[config.mk]
export PLATFORM = sky130hd
export DESIGN_NAME = rgb2hsv_stream
export DESIGN_NICKNAME = d
export VERILOG_FILES = /design/src/rtl/rgb2hsv_stream.sv
export SDC_FILE = /design/constraint.sdc
export NUM_CORES = 1
export LEC_CHECK = 0
export ABC_CLOCK_PERIOD_IN_PS = 10300
export BUFFER_PORTS_ARGS = -buffer_cell sky130_fd_sc_hd__buf_2
export CORE_MARGIN = 2
export CORE_UTILIZATION = 40
export DETAILED_ROUTE_END_ITERATION = 10
export MAX_ROUTING_LAYER = met4
export PLACE_DENSITY = 0.56
export SLEW_MARGIN = 20
export SYNTH_ARGS = -nofsm -noshare
export SYNTH_HDL_FRONTEND = slang
export SYNTH_SLANG_ARGS = --single-unit
[constraint.sdc]
create_clock -name clock -period 10.3 [get_ports clock]
set_input_delay 1.03 -clock clock [delete_from_list [all_inputs] [get_ports clock]]
set_output_delay 1.03 -clock clock [all_outputs]
set_load 0.01 [all_outputs]
[src/rtl/rgb2hsv_stream.sv]
// Pipelined RGB to HSV converter: one pixel per clock, latency DW+4.
// Define RGB2HSV_STREAM_SAT_EN to build the saturation divider (s = 0 otherwise).
module rgb2hsv_stream #(
  parameter int DW = 8,
  parameter int TW = 2
) (
  input  logic          clock,
  input  logic          reset,
  input  logic          in_valid,
  input  logic [DW-1:0] r,
  input  logic [DW-1:0] g,
  input  logic [DW-1:0] b,
  input  logic [TW-1:0] in_tag,
  output logic          out_valid,
  output logic [DW-1:0] h,
  output logic [DW-1:0] s,
  output logic [DW-1:0] v,
  output logic [TW-1:0] out_tag,
  output logic          hue_valid
);

  localparam int PW = 2*DW + 3;
  localparam logic [PW-1:0] MAXW = PW'((1 << DW) - 1);
  localparam logic [DW-1:0] OFF  = DW'(((1 << DW) - 1) / 3);
  localparam logic [DW-1:0] OFF2 = DW'(2 * (((1 << DW) - 1) / 3));

  // stage 1: input registers
  logic          vld1_d, vld1_q;
  logic [TW-1:0] tag1_d, tag1_q;
  logic [DW-1:0] r1_d, r1_q, g1_d, g1_q, b1_d, b1_q;

  // stage 2: max / min / delta / sector
  logic          vld2_d, vld2_q;
  logic [TW-1:0] tag2_d, tag2_q;
  logic [DW-1:0] mx2_d, mx2_q, dl2_d, dl2_q, ad2_d, ad2_q;
  logic          neg2_d, neg2_q;
  logic [1:0]    sec2_d, sec2_q;
  logic [DW-1:0] mx_c, mn_c, dp_c, dn_c;

  // stage 3 (index 0) and divider stages (index 1..DW)
  logic [PW-1:0] hrem_d [0:DW];
  logic [PW-1:0] hrem_q [0:DW];
  logic [PW-1:0] hden_d [0:DW];
  logic [PW-1:0] hden_q [0:DW];
  logic [DW-1:0] hquo_d [0:DW];
  logic [DW-1:0] hquo_q [0:DW];
`ifdef RGB2HSV_STREAM_SAT_EN
  logic [PW-1:0] srem_d [0:DW];
  logic [PW-1:0] srem_q [0:DW];
  logic [PW-1:0] sden_d [0:DW];
  logic [PW-1:0] sden_q [0:DW];
  logic [DW-1:0] squo_d [0:DW];
  logic [DW-1:0] squo_q [0:DW];
`endif
  logic          vld_d [0:DW];
  logic          vld_q [0:DW];
  logic [TW-1:0] tag_d [0:DW];
  logic [TW-1:0] tag_q [0:DW];
  logic [DW-1:0] mx_d  [0:DW];
  logic [DW-1:0] mx_q  [0:DW];
  logic          neg_d [0:DW];
  logic          neg_q [0:DW];
  logic [1:0]    sec_d [0:DW];
  logic [1:0]    sec_q [0:DW];
  logic          hv_d  [0:DW];
  logic          hv_q  [0:DW];

  // hue stage and output registers
  logic          hvld_d, hvld_q, hhv_d, hhv_q;
  logic [TW-1:0] htag_d, htag_q;
  logic [DW-1:0] hh_d, hh_q, hs_d, hs_q, hvv_d, hvv_q;
  logic [DW-1:0] base_c;
  logic          ov_d, ov_q, ohv_d, ohv_q;
  logic [TW-1:0] otag_d, otag_q;
  logic [DW-1:0] oh_d, oh_q, os_d, os_q, ovv_d, ovv_q;

  always_comb begin
    vld1_d = in_valid;
    tag1_d = in_tag;
    r1_d   = r;
    g1_d   = g;
    b1_d   = b;
  end

  always_comb begin
    sec2_d = 2'd2;
    dp_c   = r1_q;
    dn_c   = g1_q;
    if (r1_q >= g1_q && r1_q >= b1_q) begin
      sec2_d = 2'd0;
      dp_c   = g1_q;
      dn_c   = b1_q;
    end else if (g1_q >= b1_q) begin
      sec2_d = 2'd1;
      dp_c   = b1_q;
      dn_c   = r1_q;
    end
    mx_c = r1_q;
    if (g1_q > mx_c) mx_c = g1_q;
    if (b1_q > mx_c) mx_c = b1_q;
    mn_c = r1_q;
    if (g1_q < mn_c) mn_c = g1_q;
    if (b1_q < mn_c) mn_c = b1_q;
    mx2_d  = mx_c;
    dl2_d  = mx_c - mn_c;
    neg2_d = dp_c < dn_c;
    ad2_d  = neg2_d ? dn_c - dp_c : dp_c - dn_c;
    vld2_d = vld1_q;
    tag2_d = tag1_q;
  end

  // restoring division: quotient bit DW-1-k resolved in stage k
  always_comb begin
    logic [PW-1:0] hsh;
`ifdef RGB2HSV_STREAM_SAT_EN
    logic [PW-1:0] ssh;
    srem_d[0] = MAXW * PW'(dl2_q);
    sden_d[0] = PW'(mx2_q);
    squo_d[0] = '0;
`endif
    hrem_d[0] = MAXW * PW'(ad2_q);
    hden_d[0] = PW'(dl2_q) * PW'(3'd6);
    hquo_d[0] = '0;
    vld_d[0]  = vld2_q;
    tag_d[0]  = tag2_q;
    mx_d[0]   = mx2_q;
    neg_d[0]  = neg2_q;
    sec_d[0]  = sec2_q;
    hv_d[0]   = dl2_q != '0;
    for (int k = 0; k < DW; k++) begin
      hsh = hden_q[k] << (DW - 1 - k);
      hrem_d[k+1] = hrem_q[k];
      hden_d[k+1] = hden_q[k];
      hquo_d[k+1] = hquo_q[k];
      if (hrem_q[k] >= hsh) begin
        hrem_d[k+1] = hrem_q[k] - hsh;
        hquo_d[k+1][DW-1-k] = 1'b1;
      end
`ifdef RGB2HSV_STREAM_SAT_EN
      ssh = sden_q[k] << (DW - 1 - k);
      srem_d[k+1] = srem_q[k];
      sden_d[k+1] = sden_q[k];
      squo_d[k+1] = squo_q[k];
      if (srem_q[k] >= ssh) begin
        srem_d[k+1] = srem_q[k] - ssh;
        squo_d[k+1][DW-1-k] = 1'b1;
      end
`endif
      vld_d[k+1] = vld_q[k];
      tag_d[k+1] = tag_q[k];
      mx_d[k+1]  = mx_q[k];
      neg_d[k+1] = neg_q[k];
      sec_d[k+1] = sec_q[k];
      hv_d[k+1]  = hv_q[k];
    end
  end

  always_comb begin
    case (sec_q[DW])
      2'd0:    base_c = '0;
      2'd1:    base_c = OFF;
      default: base_c = OFF2;
    endcase
    hh_d = neg_q[DW] ? base_c - hquo_q[DW] : base_c + hquo_q[DW];
`ifdef RGB2HSV_STREAM_SAT_EN
    hs_d = squo_q[DW];
`else
    hs_d = '0;
`endif
    if (!hv_q[DW]) begin
      hh_d = '0;
      hs_d = '0;
    end
    hvv_d  = mx_q[DW];
    hhv_d  = hv_q[DW];
    htag_d = tag_q[DW];
    hvld_d = vld_q[DW];
  end

  // outputs hold between valid pixels
  always_comb begin
    ov_d   = hvld_q;
    oh_d   = hvld_q ? hh_q   : oh_q;
    os_d   = hvld_q ? hs_q   : os_q;
    ovv_d  = hvld_q ? hvv_q  : ovv_q;
    otag_d = hvld_q ? htag_q : otag_q;
    ohv_d  = hvld_q ? hhv_q  : ohv_q;
  end

  always_ff @(posedge clock) begin
    if (reset) begin
      vld1_d_reset: begin
        vld1_q <= 1'b0;
        tag1_q <= '0;
        r1_q   <= '0;
        g1_q   <= '0;
        b1_q   <= '0;
      end
      vld2_q <= 1'b0;
      tag2_q <= '0;
      mx2_q  <= '0;
      dl2_q  <= '0;
      ad2_q  <= '0;
      neg2_q <= 1'b0;
      sec2_q <= '0;
      for (int k = 0; k <= DW; k++) begin
        hrem_q[k] <= '0;
        hden_q[k] <= '0;
        hquo_q[k] <= '0;
`ifdef RGB2HSV_STREAM_SAT_EN
        srem_q[k] <= '0;
        sden_q[k] <= '0;
        squo_q[k] <= '0;
`endif
        vld_q[k]  <= 1'b0;
        tag_q[k]  <= '0;
        mx_q[k]   <= '0;
        neg_q[k]  <= 1'b0;
        sec_q[k]  <= '0;
        hv_q[k]   <= 1'b0;
      end
      hvld_q <= 1'b0;
      hhv_q  <= 1'b0;
      htag_q <= '0;
      hh_q   <= '0;
      hs_q   <= '0;
      hvv_q  <= '0;
      ov_q   <= 1'b0;
      ohv_q  <= 1'b0;
      otag_q <= '0;
      oh_q   <= '0;
      os_q   <= '0;
      ovv_q  <= '0;
    end else begin
      vld1_q <= vld1_d;
      tag1_q <= tag1_d;
      r1_q   <= r1_d;
      g1_q   <= g1_d;
      b1_q   <= b1_d;
      vld2_q <= vld2_d;
      tag2_q <= tag2_d;
      mx2_q  <= mx2_d;
      dl2_q  <= dl2_d;
      ad2_q  <= ad2_d;
      neg2_q <= neg2_d;
      sec2_q <= sec2_d;
      for (int k = 0; k <= DW; k++) begin
        hrem_q[k] <= hrem_d[k];
        hden_q[k] <= hden_d[k];
        hquo_q[k] <= hquo_d[k];
`ifdef RGB2HSV_STREAM_SAT_EN
        srem_q[k] <= srem_d[k];
        sden_q[k] <= sden_d[k];
        squo_q[k] <= squo_d[k];
`endif
        vld_q[k]  <= vld_d[k];
        tag_q[k]  <= tag_d[k];
        mx_q[k]   <= mx_d[k];
        neg_q[k]  <= neg_d[k];
        sec_q[k]  <= sec_d[k];
        hv_q[k]   <= hv_d[k];
      end
      hvld_q <= hvld_d;
      hhv_q  <= hhv_d;
      htag_q <= htag_d;
      hh_q   <= hh_d;
      hs_q   <= hs_d;
      hvv_q  <= hvv_d;
      ov_q   <= ov_d;
      ohv_q  <= ohv_d;
      otag_q <= otag_d;
      oh_q   <= oh_d;
      os_q   <= os_d;
      ovv_q  <= ovv_d;
    end
  end

  assign out_valid = ov_q;
  assign h         = oh_q;
  assign s         = os_q;
  assign v         = ovv_q;
  assign out_tag   = otag_q;
  assign hue_valid = ohv_q;

endmodule

-- Yosys cells after proc, flatten, opt, wreduce, memory -nomap -nowiden
Memories as Yosys holds them, arrays and structs flattened. A register that Yosys moved wholly into a read port is not among the register bits.
Index checks and enable logic that the tools add are counted.
- word-level logic and storage cells: 259
- memories kept: 9
- flip-flop bits (word level): 86
- bits of input ports: 29
- output and inout bits: 28
- memory bits (writable): 549
- $add $sub $neg: 13
- equality and inequality tests: 1
- $lt $le $gt $ge: 16
- reductions and logical operators: 5
- bitwise logic cells: 82
- mux-type cells: 112
- multipliers: 2
- memory list (memory ; words ; width ; read ports ; clocked after memory_dff ; wr ports ; RTL line ; text):
    hden_q ; 9 ; 19 ; 8 ; 0 ; 9 ; 44 ; logic [PW-1:0] hden_q [0:DW];
    hrem_q ; 9 ; 19 ; 8 ; 0 ; 9 ; 42 ; logic [PW-1:0] hrem_q [0:DW];
    hquo_q ; 9 ; 8 ; 9 ; 0 ; 9 ; 46 ; logic [DW-1:0] hquo_q [0:DW];
    mx_q ; 9 ; 8 ; 9 ; 1 ; 9 ; 60 ; logic [DW-1:0] mx_q [0:DW];
    sec_q ; 9 ; 2 ; 9 ; 0 ; 9 ; 64 ; logic [1:0] sec_q [0:DW];
    tag_q ; 9 ; 2 ; 9 ; 1 ; 9 ; 58 ; logic [TW-1:0] tag_q [0:DW];
    3 more memories ; -- ; -- ; -- ; -- ; -- ; -- ;
- operators with widths (kind ; number):
    $mux W19 ; 26
    $mux W8 ; 28
    $ge A19 B19 Y1 ; 8
    $sub A19 B19 Y19 ; 8
    $or A1 B1 Y1 ; 81
    $mux W1 ; 38
    $mux W2 ; 19
    $sub A8 B8 Y8 ; 4
    $ge A8 B8 Y1 ; 3
    $lt A8 B8 Y1 ; 3
    $gt A8 B8 Y1 ; 2
    $mul A8 B8 Y16 const A ; 1
    $pmux W8 S2 ; 1
    $mul A8 B2 Y10 const B ; 1
    $add A8 B8 Y8 ; 1
    $reduce_bool A8 Y1 ; 1
    $reduce_or A2 Y1 ; 2
    $eq A2 B1 Y1 const B ; 1
    $logic_not A2 Y1 ; 1
    $logic_and A1 B1 Y1 ; 1
    $not A1 Y1 ; 1

-- Logic depth before layout (Yosys ltp)
Gate-level depths: netlist of the first run.
- word-level depth: 5
- depth in mapped cells: 27
- gate-level depth less buffers: 24

-- Least setup slack after synthesis of the first run
Ideal clock, no wire load.
- path kind: reg2reg
- start: register r1_q[2]
- end: register dl2_q[7]
- buffers on the path: 3
- stages on the path, launching flop included: 27
- arrival: 4.996 ns
- setup time: 0.070 ns
- clock period less this slack: 5.066 ns
- required time: 10.230 ns
- path slack: 5.234 ns
- cells stage by stage: dfxtp_1 inv_1 ha_1 a21o_1 a221o_1 a21o_1 and2_1 buf_2 buf_2 a21oi_1 ha_1 a21o_1 a21oi_1 a21boi_0 o21ai_0 clkbuf_1 nand2_1 o21ai_0 inv_1 ha_1 nor2b_1 o21ai_0 a21oi_1 o41ai_1 xnor2_1 nand3_1 a21oi_1
- cells in the longest elaborated chain, start to end: 5
- elaborated cells between the ends (all ways): 9
- those cells by class: 1 x add/sub; 4 x order compare; 4 x mux
- RTL lines (what ; RTL line ; text):
    start, declared ; 30 ; logic [DW-1:0] r1_d, r1_q, g1_d, g1_q, b1_d, b1_q;
    start signal, assigned ; 237 ; r1_q <= r1_d;
    $gt A8 B8 Y1 ; 99 ; if (g1_q > mx_c) mx_c = g1_q;
    $mux W8 * ; 99 ;
    $gt A8 B8 Y1 ; 100 ; if (b1_q > mx_c) mx_c = b1_q;
    $mux W8 * ; 100 ;
    via mx2_d[1] ; 35 ; logic [DW-1:0] mx2_d, mx2_q, dl2_d, dl2_q, ad2_d, ad2_q;
    $sub A8 B8 Y8 * ; 105 ; dl2_d = mx_c - mn_c;
    end signal, assigned ; 243 ; dl2_q <= dl2_d;
    end, declared ; 35 ;
Mark *: on every way through the listed nets, which the timed path passes. The rest lies on a longest branch.
A chain may end at the register's enable or synchronous reset.

-- Worst setup path in the final report of the first run
- start: register g1_q[2]
- end: register dl2_q[7]
- cells in the longest elaborated chain, start to end: 5
- elaborated cells between the ends (all ways): 9
- those cells by class: 1 x add/sub; 4 x order compare; 4 x mux
- RTL lines (what ; RTL line ; text):
    start, declared ; 30 ;
    start signal, assigned ; 238 ; g1_q <= g1_d;
    $gt A8 B8 Y1 / $lt A8 B8 Y1 (equally long branches) ; 99, 102 ;
    $mux W8, on equally long branches ; 99, 102 ;
    $gt A8 B8 Y1 / $lt A8 B8 Y1 (equally long branches) ; 100, 103 ;
    $mux W8, on equally long branches ; 100, 103 ;
    $sub A8 B8 Y8 * ; 105 ;
Mark *: on every way between the ends. The rest lies on a longest branch, timed or not.

==> key figures, run 1 <==
Finish
  – Final Non-Filler Cells: 3196
  – Share of cells above drive strength 1: 0.0795
  – Inserted Diodes: 0
  – Synth-to-Final Area Change: 11.9%
  – Fin nets: 2658

Power and ir drop
  – Int Pwr: 5390 uW
  – Clock Power Share: 0.214
  – NetSw: 3490 uW
  – Logic pwr share: 0.519
  – Sequential Power Share: 0.267
  – Total power: 8870 uW
  – P_leak: 0.0109 uW
  – Switch share: 0.393
  – Peak VDD IR: 0.588 mV
  – P per Cell Area: 350 nW/um^2

Synthesis
  – Asr flop ratio synth: 0
  – Syn Area/Cell: 9.55 um^2
  – Most frequent cell after synthesis: dfxtp_1
  – Post-synthesis instance area: 22700 um^2
  – Sequential area share after synthesis: 0.439
  – Synth top cells by count: 497 x dfxtp_1, 294 x nor2b_1, 286 x nor2_1
  – Post-synth top area cell: dfxtp_1
  – Yosys cell types: 70
  – #FFs+latches synth: 497
  – Syn Inst Count: 2372
  – Synth top area share: 0.439
  – Number of synthesized flops with an enable pin: 0
  – Synth area leaders: dfxtp_1 44%, ha_1 11%, nor2b_1 8.1%
  – Synth Flop Type: dfxtp_1
  – Synth warn: 0

Timing
  – Final Skew: 0.0225 ns
  – Slew HR: 0.338
  – Post-route clock period utilization: 0.544
  – Maximum clock frequency: 178 MHz
  – RSZ-0062 raised after global routing: false
  – Hold slack: 0.418 ns
  – Worst-margin pin slew: 0.994 ns
  – Final Setup Violations: 0
  – Period minus WS final: 5.61 ns
  – Final Hold Viols: 0
  – Final TNS setup: 0 ns
  – Final Max Slew Viols: 0

Critical path
  – CP startpoint: g1_q[2]
  – R2r startpoint: g1_q[2]
  – R2R Path End: dl2_q[7]
  – Slowest cell on crit path: a21oi_1
  – Kind of cell adding the most delay to the critical path: compound AO/OA/AOI/OAI gates
  – Crit-path max cell delay: 0.80 ns
  – Setup CP Type: reg2reg
  – Reg2reg setup slack: 4.69 ns
  – Worst Path Arrival: 6.11 ns
  – CP max FO: 14
  – CP cell instances: ha_1, a21o_1, a221o_1, a21oi_1, mux2_2, inv_1, ha_1, or3_1, o21ai_0, a21oi_1, a31o_2, nor2_1, a21o_1, ha_1, nor2b_1, o21ai_0, a21oi_1, o41ai_1, xnor2_1, nand3_1, a21oi_1
  – Setup crit end kind: flop
  – Worst Path Required: 10.80 ns
  – Crit start category: flop
  – CP Depth: 21
  – Cell repeated most along the worst path: a21oi_1
  – CP endpoint: dl2_q[7]
  – Worst path bufs/invs: 1
  – Worst R2R Path Depth: 21

Routing
  – Initial DRC Count: 750
  – Avg Vias per Cell: 4.73
  – Drt pass-1 iters: 5
  – Routed wire length: 43300 um
  – Final ANT Viol Nets: 0
  – Via Count: 15100
  – Residual DRC count: 0
  – Drt wl/cell: 13.5 um

CTS
  – H-tree levels: 2
  – Clock transition at path regs: 0.06 ns
  – Post-CTS Resized: 0
  – Clock root cell: clkbuf_16
  – Maximum buffer depth of the clock tree: 3
  – Hold-fix buffers, CTS: 0
  – CTS Buf Count: 52
  – Setup bufs post-CTS: 0
  – CTS tree: done
  – Worst-Skew Late Latency: 0.60 ns
  – Clock Sinks: 497

Floorplanning
  – Core area: 56200 um^2
  – DIE AREA: 58600 um^2
  – Die height: 242 um
  – Die Wd: 242 um
  – Initial core utilization: 0.403
  – Io pins: 57
  – Site Rows: 87

Global routing
  – Total GRT Usage: 0.152
  – Initial antenna violation count: 0
  – GRT Residual Overflow: 0
  – Largest net degree at the start of global routing: 206
  – Vias in the first global route: 15400
  – Global-route wire length before repair: 73100 um

Placed design
  – Global placement routability congestion: 0.919
  – Port buffer count: 48
  – DP HPWL: 31800 um
  – Dpl cells: 3100

Worst hold path
  – Min-delay worst type: reg2reg

Status
  – Outcome: finished, final reports clean

Job
  – Max Cap Violations: 0
## stage by stage
stage | worst slack (ns) | instance area [um^2] | utilization
6_report | 4.69 | 25300 | 0.451
5_1_grt | 4.24 | 25300 | 0.451
4_1_cts | 4.62 | 25300 | 0.451
3_5_place_dp | 4.63 | 23500 | 0.419
3_3_place_gp | 4.72 | 23500 | 0.419
2_1_floorplan | 5.23 | 22700 | -
## final cells by class
class	instances	area (um^2)
Fill cell	5469	30800
Multi-Input combinational cell	1601	11600
Sequential cell	497	9950
Clock buffer	82	1600
Tap cell	756	946
Inverter	188	706
Timing Repair Buffer	58	338
Clock inverter	14	201
## state kept, by name (all words and copies together), names as in the netlist, 8 cells and up
| signal | cells |
|---|---|
| hrem_q | 149 |
| hden_q | 80 |
| mx_q | 72 |
| hquo_q | 36 |
| sec_q | 18 |
| tag_q | 18 |
| hv_q | 9 |
| neg_q | 9 |
| vld_q | 9 |
| ad2_q | 8 |
| b1_q | 8 |
| dl2_q | 8 |
| g1_q | 8 |
| h | 8 |
| hh_q | 8 |
| hvv_q | 8 |
| mx2_q | 8 |
| r1_q | 8 |
| v | 8 |
## layer usage
layer,global-route usage,part of all wire
met5,-,0
met4,0.0554,0.032
met3,0.0254,0.029
met2,0.265,0.49
met1,0.176,0.45
## power groups by stage
stage | logic [uW] | registers, uW | clock network [uW]
floorplan | 3770 | 2360 | 0
finish | 4600 | 2370 | 1900
CTS | 4660 | 2370 | 1960
detailed placement | 4630 | 2410 | 0
global route | 5280 | 2400 | 2040
global placement | 4550 | 2410 | 0
## cell usage in the layout, fill, tap and decap left out, types with 64 or more instances in the layout
cell	n
nor2_1	286
o21ai_0	64
ha_1	195
nand2_1	64
mux2i_1	76
a21oi_1	131
inv_1	188
dfxtp_1	497
xnor2_1	70
nor2b_1	294
## cells by family after synthesis
group / Yosys count / share of synthesized area
and+or+nand+nor: 825 / 0.190
DFF: 497 / 0.439
AOI/OAI and AO/OA: 334 / 0.0923
buffers and inverters: 281 / 0.0502
adders and majority gates: 231 / 0.139
muxes: 107 / 0.0515
xor gates and xnor gates: 96 / 0.0371
other: 1 / 0.000165
## worst register-to-register path, delay by kind of cell, from the launching register on
kind            cells  cell delay, ns
simple gates        4            0.73
compound gates     11            2.82
flops               1            0.48
mux                 1            0.44
xor+xnor            1            0.19
buf+inv             1            0.10
fa+ha+maj           3            0.74
## how the worst min path moves through the flow
| stage | from | end | slack [ns] | depth (start not counted) |
|---|---|---|---|---|
| floorplan | hquo_q[0][15] | hquo_q[0][23] | 0.41 | 1 |
| global placement | tag_q[6][1] | tag_q[7][1] | 0.42 | 1 |
| detailed placement | hquo_q[0][59] | hquo_q[0][67] | 0.42 | 1 |
| CTS | sec_q[0][2] | sec_q[0][4] | 0.41 | 1 |
| global route | mx_q[0][1] | mx_q[1][1] | 0.43 | 1 |
| finish | sec_q[0][2] | sec_q[0][4] | 0.42 | 1 |
Power figures use the tool's default switching activity.
==> run 2: changes to the inputs <==
--- a/config.mk
+++ b/config.mk
@@ -5,7 +5,8 @@
 export SDC_FILE = /design/constraint.sdc
 export NUM_CORES = 1
 export LEC_CHECK = 0
-export ABC_CLOCK_PERIOD_IN_PS = 10300
+export ABC_AREA = 1
+export ABC_CLOCK_PERIOD_IN_PS = 5200
 export BUFFER_PORTS_ARGS = -buffer_cell sky130_fd_sc_hd__buf_2
 export CORE_MARGIN = 2
 export CORE_UTILIZATION = 40
==> constraint.sdc (replaced) <==
create_clock -name clock -period 5.2 [get_ports clock]
set_input_delay 0.52 -clock clock [delete_from_list [all_inputs] [get_ports clock]]
set_output_delay 0.52 -clock clock [all_outputs]
set_load 0.01 [all_outputs]
==> run 2 against run 1 <==
Register-to-register slack got worse by 4.2 ns. Total power is 96% higher. Sequential share of layout area fell by 0.26 points. Maximum frequency up 19%. Die area up 0.90%. Worst setup slack lost 4.2 ns. Core utilization is essentially flat. Clock-buffer cell count shrank 5. Largest power group unchanged. Global-route usage up 0.66 points. Combinational power grew 92%.
==> key figures, run 2 <==
Routing
  – Initial DRC Count: 672
  – Residual DRC count: 0
  – Top routing layer used: met4
  – Routed wire length: 44900 um
  – Via Count: 16700
  – Final ANT Viol Nets: 0
  – Avg Vias per Cell: 4.53
  – Drt wl/cell: 12.2 um
  – Met2 routed WL: 22000 um
  – Met3 wire len: 1270 um
  – Drt pass-1 iters: 4
  – Met1 WL: 20000 um

CTS
  – CTS tree: done
  – H-tree levels: 2
  – Clock root cell: clkbuf_16
  – Setup bufs post-CTS: 0
  – Clock transition at path regs: 0.06 ns
  – Clock Sinks: 497
  – Worst-Skew Late Latency: 0.60 ns
  – Maximum buffer depth of the clock tree: 3
  – CTS Buf Count: 51

Synthesis
  – Syn Inst Count: 2865
  – Yosys cell types: 59
  – Asr flop ratio synth: 0
  – Number of synthesized flops with an enable pin: 0
  – Synth area leaders: dfxtp_1 44%, ha_1 11%, inv_1 9.3%
  – Sequential area share after synthesis: 0.435
  – Synth top area share: 0.435
  – Synth warn: 0
  – Post-synthesis instance area: 22900 um^2
  – Post-synth top area cell: dfxtp_1
  – Most frequent cell after synthesis: inv_1
  – Synth top cells by count: 566 x inv_1, 503 x nor2_1, 497 x dfxtp_1
  – Synth Flop Type: dfxtp_1
  – Syn Area/Cell: 7.98 um^2
  – #FFs+latches synth: 497

Global routing
  – Initial antenna violation count: 1
  – Total GRT Usage: 0.159
  – Global-route wire length before repair: 77100 um
  – GRT Residual Overflow: 0
  – Vias in the first global route: 16900
  – Largest net degree at the start of global routing: 210

Critical path
  – Worst path bufs/invs: 3
  – CP max FO: 29
  – Kind of cell adding the most delay to the critical path: compound AO/OA/AOI/OAI gates
  – Setup crit end kind: flop
  – CP cell instances: inv_1, ha_1, a21oi_1, o21ai_0, nand2_1, o2111ai_1, nand2_1, inv_1, o21ai_0, inv_1, fa_1, o21ai_0, nand4_1, o311ai_4, o21ai_0, o21ai_0, a21oi_1
  – Worst Path Arrival: 5.19 ns
  – Setup CP Type: reg2reg
  – Crit-path max cell delay: 0.60 ns
  – Cell repeated most along the worst path: o21ai_0
  – Worst Path Required: 5.67 ns
  – Crit start category: flop
  – CP Depth: 17
  – Slowest cell on crit path: o21ai_0
  – Worst R2R Path Depth: 17

Floorplanning
  – Initial core utilization: 0.405
  – Site Rows: 87
  – Core area: 56500 um^2
  – Die Wd: 243 um
  – Io pins: 57
  – Die height: 243 um
  – DIE AREA: 59100 um^2

Finish
  – Share of cells above drive strength 1: 0.0638
  – Largest registers: hrem_q x149, hden_q x80, mx_q x72
  – Biggest register: hrem_q
  – Most common cell after layout, fill and taps aside: inv_1
  – Fill cells: 5585
  – Most frequent cells in the layout: 566 x inv_1, 503 x nor2_1, 497 x dfxtp_1, 276 x nand2_1, 200 x o21ai_0
  – Inserted Diodes: 0
  – Synth-to-Final Area Change: 11.6%
  – Max reg flops: 149
  – Fin nets: 3147

Timing
  – Final Max Slew Viols: 0
  – Worst-margin pin slew: 0.876 ns
  – Slew HR: 0.414
  – Final Skew: 0.0188 ns
  – Maximum clock frequency: 212 MHz
  – Period minus WS final: 4.72 ns
  – Post-route clock period utilization: 0.908
  – Final Setup Violations: 0
  – Final Hold Viols: 0
  – RSZ-0062 raised after global routing: false
  – Final TNS setup: 0 ns

Placed design
  – Port buffer count: 48
  – DP HPWL: 32900 um
  – Global placement routability congestion: 0.888

Status
  – Outcome: finished, final reports clean

Power and ir drop
  – P per Cell Area: 681 nW/um^2
  – Peak VDD IR: 0.610 mV
  – P_leak: 0.0118 uW
  – Total power: 17400 uW

Worst hold path
  – Min-delay worst type: in2reg
  – Number of cells on the worst hold path: 3

Job
  – Max Cap Violations: 0
## run 2: changes by cell type after synthesis, moves of 18 or more
cell / previous run / this run
xor2_1: 26 / 60
nor2b_1: 294 / 0
o21ai_0: 64 / 200
or3_1: 18 / 0
inv_1: 188 / 566
nor2_1: 286 / 503
mux2i_1: 76 / 3
nand3_1: 15 / 38
a21oi_1: 131 / 192
nand2_1: 64 / 276
a21o_1: 46 / 14
xnor2_1: 70 / 24
nand2b_1: 21 / 0
## run 2: final cells by class
cell class | count | area, um^2 | area share
well taps | 756 | 946 | 0.0371
flip-flops and latches | 497 | 9950 | 0.390
repair buffers | 53 | 300 | 0.0118
clock inverters | 18 | 302 | 0.0118
clock buffers | 77 | 1500 | 0.0589
multi-input cells | 1715 | 10400 | 0.407
inverters | 569 | 2140 | 0.0837
## run 2: tightest hold or removal path: stages
cell and delay, ns:
buf_2 0.07, inv_1 0.03, nor2_1 0.07
## run 2: stage by stage
step	hold slack [ns]	setup slack (ns)	area [um^2]	utilization	instances
after floorplan	0.388	0.962	22900	-	2872
after global placement	0.388	0.565	23700	0.420	3590
after detailed placement	0.392	0.441	23700	0.420	3590
after CTS	0.0815	0.437	25500	0.452	3685
after global routing	0.0906	0.00663	25500	0.452	3685
final	0.120	0.479	25500	0.452	3685
## run 2: power by group
group	switching (uW)	internal [uW]
Sequential	339	4420
Combinational	5440	3380
Clock	1520	2270
## run 2: kinds of logic (layout without fill, tap and decap cells)
family                     count (synthesis)  after routing  synth area share
AOI/OAI and AO/OA                        496            496             0.124
xor gates and xnor gates                  84             84            0.0322
adders and majority gates                231            231             0.138
buffers and inverters                    660            717             0.112
DFF                                      497            497             0.435
muxes                                      3              3           0.00131
other                                      1              8          0.000164
and+or+nand+nor                          893            893             0.157
## run 2: worst paths after layout
path	startpoint	to	slack, ns
min reg2reg	vld_q[4]	vld_q[5]	0.39
max	b1_q[3]	ad2_q[7]	0.48
min	g[2]	g1_q[2]	0.12
max reg2reg	b1_q[3]	ad2_q[7]	0.48
## run 2: per-layer routing
| layer | vias up | track usage |
|---|---|---|
| li1 | 8940 | - |
| met1 | 7449 | 0.177 |
| met2 | 192 | 0.280 |
| met3 | 109 | 0.0276 |
| met4 | 0 | 0.0641 |
| met5 | - | - |
## run 2: what timing repair did
action                                  CTS  global route
endpoints found under the setup margin    0             6
hold buffers                              0             0
gates resized for setup                   0             1
==> run 3: changes to the inputs <==
--- a/config.mk
+++ b/config.mk
@@ -5,7 +5,6 @@
 export SDC_FILE = /design/constraint.sdc
 export NUM_CORES = 1
 export LEC_CHECK = 0
-export ABC_AREA = 1
 export ABC_CLOCK_PERIOD_IN_PS = 5200
 export BUFFER_PORTS_ARGS = -buffer_cell sky130_fd_sc_hd__buf_2
 export CORE_MARGIN = 2
==> run 3 against run 2 <==
Clock skew is 0.012 ns higher. Cell count fell by 13%. Hold slack gained 0.022 ns. Sequential share of layout area decreased by 0.17 points. Worst setup slack worse by 0.18 ns. Combinational power is 3.1% higher. Sequential power down 1%. First-iteration DRC count shrank 19%. Sequential cell count unchanged. Non-clock buffer count increased by 34. Critical path type unchanged. Critical endpoint is now dl2_q[6]. Largest power group unchanged.
==> key figures, run 3 (synthesized netlist as in run 1, its figures left out) <==
CTS
  – Clock Sinks: 497
  – CTS tree: done
  – Clock root cell: clkbuf_16
  – Worst-Skew Late Latency: 0.61 ns
  – H-tree levels: 2
  – Clock transition at path regs: 0.06 ns
  – Maximum buffer depth of the clock tree: 3
  – Hold-fix buffers, CTS: 0
  – CTS Buf Count: 52

Finish
  – Largest registers: hrem_q x149, hden_q x80, mx_q x72
  – Fill cells: 5422
  – Max reg flops: 149
  – Most frequent cells in the layout: 496 x dfxtp_1, 294 x nor2b_1, 286 x nor2_1, 195 x ha_1, 188 x inv_1
  – Inserted Diodes: 0
  – Biggest register: hrem_q
  – Final Instance Area: 25600 um^2
  – Synth-to-Final Area Change: 13.1%
  – Share of cells above drive strength 1: 0.0930
  – Fin nets: 2687
  – Most common cell after layout, fill and taps aside: dfxtp_1
  – Reg area: 9950 um^2
  – Post-layout util: 0.456
  – Multi-input gate area: 11600 um^2

Routing
  – Residual DRC count: 0
  – Routed wire length: 43500 um
  – Drt pass-1 iters: 5
  – Drt wl/cell: 13.5 um
  – Final ANT Viol Nets: 0
  – Initial DRC Count: 547
  – Avg Vias per Cell: 4.68
  – Via Count: 15100

Floorplanning
  – Die Wd: 242 um
  – Initial core utilization: 0.403
  – DIE AREA: 58600 um^2
  – Io pins: 57
  – Die height: 242 um
  – Site Rows: 87
  – Core area: 56200 um^2

Power and ir drop
  – P_leak: 0.0111 uW
  – P per Cell Area: 686 nW/um^2
  – Peak VDD IR: 0.617 mV

Global routing
  – Largest net degree at the start of global routing: 213
  – Initial antenna violation count: 0
  – Vias in the first global route: 15100
  – GRT Residual Overflow: 0
  – Global-route wire length before repair: 72700 um
  – Total GRT Usage: 0.152

Status
  – Outcome: finished, final reports clean

Timing
  – Slew HR: 0.369
  – Post-route clock period utilization: 0.942
  – Final Skew: 0.0303 ns
  – Final Hold Viols: 0
  – Final TNS setup: 0 ns
  – Worst-margin pin slew: 0.943 ns
  – Maximum clock frequency: 204 MHz
  – Final Setup Violations: 0
  – Final Max Slew Viols: 0
  – Period minus WS final: 4.90 ns
  – Hold slack: 0.142 ns
  – RSZ-0062 raised after global routing: false

Placed design
  – DP HPWL: 32000 um
  – Port buffer count: 48
  – Global placement routability congestion: 0.929
  – Placed inst area: 23700 um^2

Critical path
  – Worst path bufs/invs: 3
  – Setup crit end kind: flop
  – CP max FO: 14
  – Slowest cell on crit path: fa_1
  – CP cell instances: inv_1, ha_1, a21o_1, a221o_1, a21oi_1, buf_4, mux2_2, inv_1, ha_1, or3_1, o21ai_0, a21oi_1, a31o_4, mux2_2, ha_1, fa_1, nor2b_1, o21ai_0, nand2b_1, a21o_1, a21oi_1, xor2_1, nor2_1
  – Crit start category: flop
  – Kind of cell adding the most delay to the critical path: compound AO/OA/AOI/OAI gates
  – Worst Path Required: 5.64 ns
  – Crit-path max cell delay: 0.39 ns
  – Worst Path Arrival: 5.34 ns
  – Setup CP Type: reg2reg

Worst hold path
  – Min-delay worst type: in2reg

Job
  – Max Cap Violations: 0
-- run 3: cell count changes in the layout (fill, tap and decap cells not counted), sizes merged, moves of 31 or more --
cell   before  now
inv       570  190
nor2b       0  294
nor2      509  287
nand2     283   64
o21ai     222   68
mux2i       3   76
a21oi     200  131
xnor2      24   70
buf        53   87
xor2       60   26
a21o       14   46
mux2        0   31
-- run 3: metrics by stage --
stage	cells	total power [uW]	worst slack [ns]
5_1_grt	3219	19300	0.0171
3_3_place_gp	3124	13700	0.157
6_report	3219	17600	0.300
2_1_floorplan	2379	12100	0.134
4_1_cts	3214	17800	0.181
3_5_place_dp	3124	13900	0.223
-- run 3: report_power, final --
| part | switching (uW) | internal (uW) |
|---|---|---|
| clock | 1490 | 2310 |
| sequential | 314 | 4380 |
| combinational | 5020 | 4070 |
-- run 3: worst reg2reg max path, stage by stage (launching register included) --
cell	delay, ns
dfxtp_1	0.36
inv_1	0.06
ha_1	0.30
a21o_1	0.18
a221o_1	0.36
a21oi_1	0.16
buf_4	0.19
mux2_2	0.35
inv_1	0.11
ha_1	0.24
or3_1	0.35
o21ai_0	0.08
a21oi_1	0.09
a31o_4	0.29
mux2_2	0.29
ha_1	0.21
fa_1	0.39
nor2b_1	0.15
o21ai_0	0.09
nand2b_1	0.11
a21o_1	0.13
a21oi_1	0.08
xor2_1	0.13
nor2_1	0.05
-- run 3: timing repair --
action | in CTS | in global routing
setup endpoints to repair | 0 | 3
setup buffers | 0 | 5
gates resized for setup | 0 | 13
-- run 3: area by class of cell --
| class | instances | area share |
|---|---|---|
| well taps | 756 | 0.0369 |
| clock buffers | 71 | 0.0582 |
| flip-flops and latches | 497 | 0.388 |
| repair buffers | 87 | 0.0226 |
| inverters | 188 | 0.0275 |
| clock inverters | 19 | 0.0124 |
| multi-input cells | 1601 | 0.454 |
-- run 3: worst paths after layout --
| kind | slack, ns | cells after the start | from | to |
|---|---|---|---|---|
| worst max register to register | 0.30 | 23 | r1_q[2] | dl2_q[6] |
| worst max-delay path | 0.30 | 23 | r1_q[2] | dl2_q[6] |
| worst min register to register | 0.41 | 1 | mx_q[0][3] | mx_q[1][3] |
| worst min-delay path | 0.14 | 2 | b[7] | b1_q[7] |
-- run 3: metal layers --
metal | up-vias | global-route usage | share of wire
met4 | 0 | 0.0577 | 0.031
met5 | - | - | 0
met3 | 89 | 0.0224 | 0.027
li1 | 7933 | - | -
met1 | 6876 | 0.182 | 0.47
met2 | 157 | 0.260 | 0.48
